`src/rtl/cpu_controller_if.sv`:
```
// cpu_controller_if: start/load/instruction inputs and datapath controls.
// master drives s, load, in; slave (controller) drives the controls.
interface cpu_controller_if #(
    parameter int data_width = 16
);
    logic                  s;
    logic                  load;
    logic [data_width-1:0] in;
    logic                  w;
    logic [2:0]            readnum;
    logic [2:0]            writenum;
    logic                  write;
    logic                  loada;
    logic                  loadb;
    logic                  loadc;
    logic                  loads;
    logic                  asel;
    logic [1:0]            vsel;
    logic [1:0]            shift;
    logic [1:0]            ALUop;
    logic [data_width-1:0] sximm8;

    modport master (
        output s, load, in,
        input  w, readnum, writenum, write,
        input  loada, loadb, loadc, loads,
        input  asel, vsel, shift, ALUop, sximm8
    );

    modport slave (
        input  s, load, in,
        output w, readnum, writenum, write,
        output loada, loadb, loadc, loads,
        output asel, vsel, shift, ALUop, sximm8
    );
endinterface

```
`src/rtl/cpu_controller.sv`:
```
// cpu_controller: IR + Moore FSM sequencing MOV/MVN/ADD/CMP/AND.
// Ports: clk, reset (sync, active-high), bus (cpu_controller_if.slave).
module cpu_controller #(
    parameter int data_width = 16
) (
    input  logic               clk,
    input  logic               reset,
    cpu_controller_if.slave    bus
);
    typedef enum logic [2:0] {
        S_WAIT,
        S_DECODE,
        S_WRITE_IMM,
        S_GET_A,
        S_GET_B,
        S_ALU,
        S_WRITE_REG
    } state_t;

    typedef struct packed {
        logic       w;
        logic [2:0] readnum;
        logic [2:0] writenum;
        logic       write;
        logic       loada;
        logic       loadb;
        logic       loadc;
        logic       loads;
        logic       asel;
        logic [1:0] vsel;
        logic [1:0] alu_op;
    } ctl_t;

    state_t                state;
    state_t                state_nx;
    logic [data_width-1:0] ir;
    logic [data_width-1:0] ir_nx;
    ctl_t                  ctl_q;
    ctl_t                  ctl_nx;

    logic [2:0] opc;
    logic [1:0] op;
    logic       is_movi;
    logic       is_movr;
    logic       is_mvn;
    logic       is_cmp;
    logic       is_alu3;

    // IR only accepts new words while idle; s in the same cycle
    // therefore decodes the freshly loaded instruction.
    always_comb begin
        ir_nx = ir;
        if (state == S_WAIT && bus.load)
            ir_nx = bus.in;
    end

    assign opc     = ir_nx[15:13];
    assign op      = ir_nx[12:11];
    assign is_movi = (opc == 3'b110) && (op == 2'b10);
    assign is_movr = (opc == 3'b110) && (op == 2'b00);
    assign is_mvn  = (opc == 3'b101) && (op == 2'b11);
    assign is_cmp  = (opc == 3'b101) && (op == 2'b01);
    assign is_alu3 = (opc == 3'b101) && (op != 2'b11);

    always_comb begin
        state_nx = S_WAIT;
        unique case (state)
            S_WAIT:   state_nx = bus.s ? S_DECODE : S_WAIT;
            S_DECODE: begin
                unique case (1'b1)
                    is_movi:          state_nx = S_WRITE_IMM;
                    is_movr, is_mvn:  state_nx = S_GET_B;
                    is_alu3:          state_nx = S_GET_A;
                    default:          state_nx = S_WAIT;
                endcase
            end
            S_GET_A:  state_nx = S_GET_B;
            S_GET_B:  state_nx = S_ALU;
            S_ALU:    state_nx = is_cmp ? S_WAIT : S_WRITE_REG;
            default:  state_nx = S_WAIT;
        endcase
    end

    // Controls are computed for the state being entered so they
    // can be registered alongside it.
    always_comb begin
        ctl_nx   = '0;
        ctl_nx.w = (state_nx == S_WAIT);
        unique case (state_nx)
            S_WRITE_IMM: begin
                ctl_nx.write    = 1'b1;
                ctl_nx.writenum = ir_nx[10:8];
                ctl_nx.vsel     = 2'b01;
            end
            S_GET_A: begin
                ctl_nx.loada   = 1'b1;
                ctl_nx.readnum = ir_nx[10:8];
            end
            S_GET_B: begin
                ctl_nx.loadb   = 1'b1;
                ctl_nx.readnum = ir_nx[2:0];
            end
            S_ALU: begin
                ctl_nx.asel   = is_movr;
                ctl_nx.alu_op = is_movr ? 2'b00 : op;
                ctl_nx.loadc  = ~is_cmp;
                ctl_nx.loads  = is_cmp;
            end
            S_WRITE_REG: begin
                ctl_nx.write    = 1'b1;
                ctl_nx.writenum = ir_nx[7:5];
                ctl_nx.vsel     = 2'b00;
            end
            default: ;
        endcase
    end

    always_ff @(posedge clk) begin
        if (reset) begin
            state   <= S_WAIT;
            ir      <= '0;
            ctl_q   <= '0;
            ctl_q.w <= 1'b1;
        end else begin
            state <= state_nx;
            ir    <= ir_nx;
            ctl_q <= ctl_nx;
        end
    end

    assign bus.w        = ctl_q.w;
    assign bus.readnum  = ctl_q.readnum;
    assign bus.writenum = ctl_q.writenum;
    assign bus.write    = ctl_q.write;
    assign bus.loada    = ctl_q.loada;
    assign bus.loadb    = ctl_q.loadb;
    assign bus.loadc    = ctl_q.loadc;
    assign bus.loads    = ctl_q.loads;
    assign bus.asel     = ctl_q.asel;
    assign bus.vsel     = ctl_q.vsel;
    assign bus.ALUop    = ctl_q.alu_op;
    assign bus.shift    = ir[4:3];
    assign bus.sximm8   = {{(data_width-8){ir[7]}}, ir[7:0]};
endmodule

```
`src/flat_wrapper.sv`:
```
// flat-port wrapper written by rule: the top's interface ports become plain ports
module cpu_controller_flat 
#(
    parameter int data_width = 16
)
  (clk, reset, bus_s, bus_load, bus_in, bus_w, bus_readnum, bus_writenum, bus_write, bus_loada, bus_loadb, bus_loadc, bus_loads, bus_asel, bus_vsel, bus_shift, bus_ALUop, bus_sximm8);
  cpu_controller_if #(.data_width(data_width)) bus_i ();
  input  logic clk;
  input  logic reset;
  input wire logic [$bits(bus_i.s)-1:0] bus_s;
  input wire logic [$bits(bus_i.load)-1:0] bus_load;
  input wire logic [$bits(bus_i.in)-1:0] bus_in;
  output wire logic [$bits(bus_i.w)-1:0] bus_w;
  output wire logic [$bits(bus_i.readnum)-1:0] bus_readnum;
  output wire logic [$bits(bus_i.writenum)-1:0] bus_writenum;
  output wire logic [$bits(bus_i.write)-1:0] bus_write;
  output wire logic [$bits(bus_i.loada)-1:0] bus_loada;
  output wire logic [$bits(bus_i.loadb)-1:0] bus_loadb;
  output wire logic [$bits(bus_i.loadc)-1:0] bus_loadc;
  output wire logic [$bits(bus_i.loads)-1:0] bus_loads;
  output wire logic [$bits(bus_i.asel)-1:0] bus_asel;
  output wire logic [$bits(bus_i.vsel)-1:0] bus_vsel;
  output wire logic [$bits(bus_i.shift)-1:0] bus_shift;
  output wire logic [$bits(bus_i.ALUop)-1:0] bus_ALUop;
  output wire logic [$bits(bus_i.sximm8)-1:0] bus_sximm8;
  assign bus_i.s = bus_s;
  assign bus_i.load = bus_load;
  assign bus_i.in = bus_in;
  assign bus_w = bus_i.w;
  assign bus_readnum = bus_i.readnum;
  assign bus_writenum = bus_i.writenum;
  assign bus_write = bus_i.write;
  assign bus_loada = bus_i.loada;
  assign bus_loadb = bus_i.loadb;
  assign bus_loadc = bus_i.loadc;
  assign bus_loads = bus_i.loads;
  assign bus_asel = bus_i.asel;
  assign bus_vsel = bus_i.vsel;
  assign bus_shift = bus_i.shift;
  assign bus_ALUop = bus_i.ALUop;
  assign bus_sximm8 = bus_i.sximm8;
  cpu_controller #(.data_width(data_width)) u_core (.clk(clk), .reset(reset), .bus(bus_i));
endmodule
```
`config.mk`:
```
export PLATFORM = sky130hd
export DESIGN_NAME = cpu_controller_flat
export DESIGN_NICKNAME = d
export VERILOG_FILES = /design/src/rtl/cpu_controller_if.sv /design/src/rtl/cpu_controller.sv /design/src/flat_wrapper.sv
export SDC_FILE = /design/constraint.sdc
export NUM_CORES = 1
export LEC_CHECK = 0
export CORE_MARGIN = 3
export CORE_UTILIZATION = 34
export DETAILED_ROUTE_END_ITERATION = 6
export DONT_BUFFER_PORTS = 1
export HOLD_SLACK_MARGIN = 0.06
export PLACE_DENSITY_LB_ADDON = 0.05
export SYNTH_ARGS = -nofsm -noshare
export SYNTH_HDL_FRONTEND = slang
export SYNTH_SLANG_ARGS = --single-unit
```
`constraint.sdc`:
```
create_clock -name clk -period 3.4 [get_ports clk]
set_input_delay 1.02 -clock clk [delete_from_list [all_inputs] [get_ports clk]]
set_output_delay 1.02 -clock clk [all_outputs]
set_load 0.01 [all_outputs]
```
==> key figures <==
Outcome
  • Status: finished clean

Timing
  • Relative slew margins: 38.9%
  • Pins Over Slew Limit: 0
  • Aggregate negative setup slack: 0 ns
  • Final period util: 67.7%
  • Final Critical Period: about 2.3 ns
  • Hold slack: 0.498 ns
  • Worst Max-Slew Pin Slew: just over 0.9 ns
  • Setup violations, final: 0
  • Max Freq: about 0.43 GHz
  • RSZ-0062 raised after global routing: no
  • Layout Skew: around 0.0057 ns
  • Fin. Hold Viols: 0

Placed design
  • Dpl hpwl: about 2300 um
  • RD Place Congestion: ~0.8
  • Placed instance area: 1380 um^2
  • Placed Cells: roughly 190
  • Port Buffers: 0

Worst setup path
  • Critical Path, Cell by Cell: or4b_4 -> a311o_1 -> and2_4 -> a41o_1
  • Critical path data required time: about 3.6 ns
  • Critical path class: in2reg
  • Critical path's slowest cell: or4b_4
  • CP max stage delay: around 0.6 ns
  • Crit end category: flop
  • Type of origin of the critical path: primary input
  • Worst Setup SP: bus_load
  • R2R Path End: u_core.bus.w
  • Worst setup path endpoint: u_core.bus.w
  • Crit path max fanout: 19
  • Worst Reg-to-Reg Cells: 4
  • Reg2reg start: u_core.state[2]
  • R2r setup slk: roughly 1.3 ns
  • Crit path DAT: about 2.5 ns

Detailed routing
  • 1st-pass router iterations: 4
  • Drc violations: 0
  • ANT nets after route: 0
  • Initial DRC Count: 45
  • Routed wire length: 3340 um
  • Via density: roughly 5.2
  • Total number of vias: 1034
  • Routed wire per std cell: 16.7 um

Run
  • Max cap viols: 0

Die
  • Die Height: a little over 70 um
  • Die area: ~5300 um^2
  • Core ar.: just over 4000 um^2
  • # IOs: 55
  • FP Rows: 23
  • Die Wd: between 70 and 80 um
  • Initial Util: ~36%

Hold path
  • Hold path cells: 2
  • Worst Hold Class: reg2reg

Clocking
  • H-tree levels: 2
  • CTS resizes: 0
  • Post-CTS Setup Inserts: 0
  • Max clock buf depth: 2
  • Clock insertion delay at the later pin of the skew report: between 0.2 and 0.3 ns
  • TritonCTS clock tree: built
  • CTS Hold Bufs: 0
  • Num CTS Buffers: 5
  • Clk sink count: 35
  • Clk root buf: clkbuf_8
  • Worst-path clk slew: ~0.070 ns

Logic synthesis
  • Asr flop ratio synth: 0%
  • Post-synthesis sequential area ratio: a little under half
  • Synth warnings: 0
  • Post-Synthesis Cell Area: 1500 um^2
  • Synthesized area per cell: between 8 and 9 um^2
  • Synth area leader: dfxtp_1
  • Count of cell types in the netlist: 39
  • Synth top cells by count: dfxtp_1, nand2_1, buf_4
  • Most numerous cell in the Yosys netlist: dfxtp_1
  • Area contributors post-synth: dfxtp_1, buf_4, nand2_1
  • EDFF count, synth: 0
  • Cells after Synth: 170
  • Syn nets: 190
  • Post-synthesis sequential element count: 35
  • Top FF cell, synth: dfxtp_1
  • Yosys top cell area share: between 40% and 50%

Layout
  • Final cell area excluding filler cells: about 1500 um^2
  • Area grow syn2layout: -1.58%
  • Antenna cells: 0
  • Nets: around 170
  • Ratio of cells with drive above 1 in the final layout: just under 9%
  • Post-Layout Cell Count: 200

Global route
  • First-pass GRT wire length: 5370 um
  • Vias in the first global route: just over 1000
  • Initial antenna violation count: 0
  • GRT Util Overall: a little over an eighth
  • Overflow after GRT: 0
  • Largest net degree at the start of global routing: 23

Power
  • Worst VDD drop: between 0.3 and 0.4 mV
  • PwrDens: about 560 nW/um^2
  • Tot Pwr: 0.827 mW
  • Leak: 0.546 nW
## power breakdown
part / total (mW) / internal (mW) / switching (mW) / leakage, nW
Sequential: 0.444 / 0.423 / 0.0211 / 0.285
Clock: 0.335 / 0.184 / 0.151 / 0.0505
Combinational: 0.0476 / 0.0199 / 0.0277 / 0.211
## worst max-delay path: cells and delay by family
kind,cells,cell delay [ns]
AO/OA/AOI/OAI,2,0.69
AND/OR/NAND/NOR,2,0.77
## registers in the layout (all words and copies together), names as in the netlist
signal and cells:
u_core.bus.vsel 1, u_core.bus.readnum 3, u_core.bus.writenum 3, u_core.bus.loadb 1, u_core.ir 16, u_core.bus.loada 1
u_core.bus.w 1, u_core.bus.write 1, u_core.bus.asel 1, u_core.bus.loads 1, u_core.bus.loadc 1, u_core.bus.ALUop 2
u_core.state 3
## final cells by class
class	instances	area, um^2
clock inverter	1	7.51
fill	450	2660
sequential	35	701
clock buffer	7	96.3
multi-input combinational	102	591
timing repair buffer	1	7.51
inverter	4	15.0
tap	50	62.6
## routing by layer
layer / part of all wire [%] / global-route usage (%) / wire, um / vias to the layer above
met4: 1.2 / 4.30 / 41 / 0
met3: 7.6 / 5.26 / 255 / 5
met2: 44 / 20.1 / 1460 / 33
li1: - / - / - / 520
met1: 47 / 18.0 / 1580 / 476
met5: 0 / 0 / 0 / -
## metrics by stage
step	setup WS (ns)	utilization [%]
after floorplan	0.933	-
after detailed placement	0.797	33.2
final	1.10	35.7
after global routing	1.04	35.7
after CTS	1.10	35.7
after global placement	0.841	33.2
## how the worst min path moves through the flow
stage	endpoint	startpoint	slack [ns]
after floorplan	u_core.ir[8]	u_core.ir[8]	0.45
after global placement	u_core.ir[14]	u_core.ir[14]	0.48
after detailed placement	u_core.ir[14]	u_core.ir[14]	0.49
after CTS	u_core.ir[14]	u_core.ir[14]	0.50
after global routing	u_core.ir[8]	u_core.ir[8]	0.53
final	u_core.ir[14]	u_core.ir[14]	0.50
## cell families (layout without fill, tap and decap cells)
group / Yosys count / after routing / share of synthesized area [%]
muxes: 3 / 3 / 2.00
and+or+nand+nor: 65 / 65 / 22.6
AOI/OAI and AO/OA: 33 / 33 / 14.4
other: 1 / 1 / 0.249
DFF: 35 / 35 / 46.6
buffers and inverters: 33 / 13 / 14.1
## cells in the final DEF (no fill, tap or decap), drive strengths merged, types with 2 or more instances in the layout
cell	Yosys	routed
o21ai	2	2
a2bb2oi	2	2
nand3	2	2
clkbuf	6	7
nand3b	3	3
a21oi	16	16
inv	4	4
dfxtp	35	35
mux2i	3	3
nand4b	2	2
nor2	15	15
nor2b	3	3
nor3	5	5
a22o	4	4
nand2	25	25
Note: power is estimated with default switching activity, not from simulation.
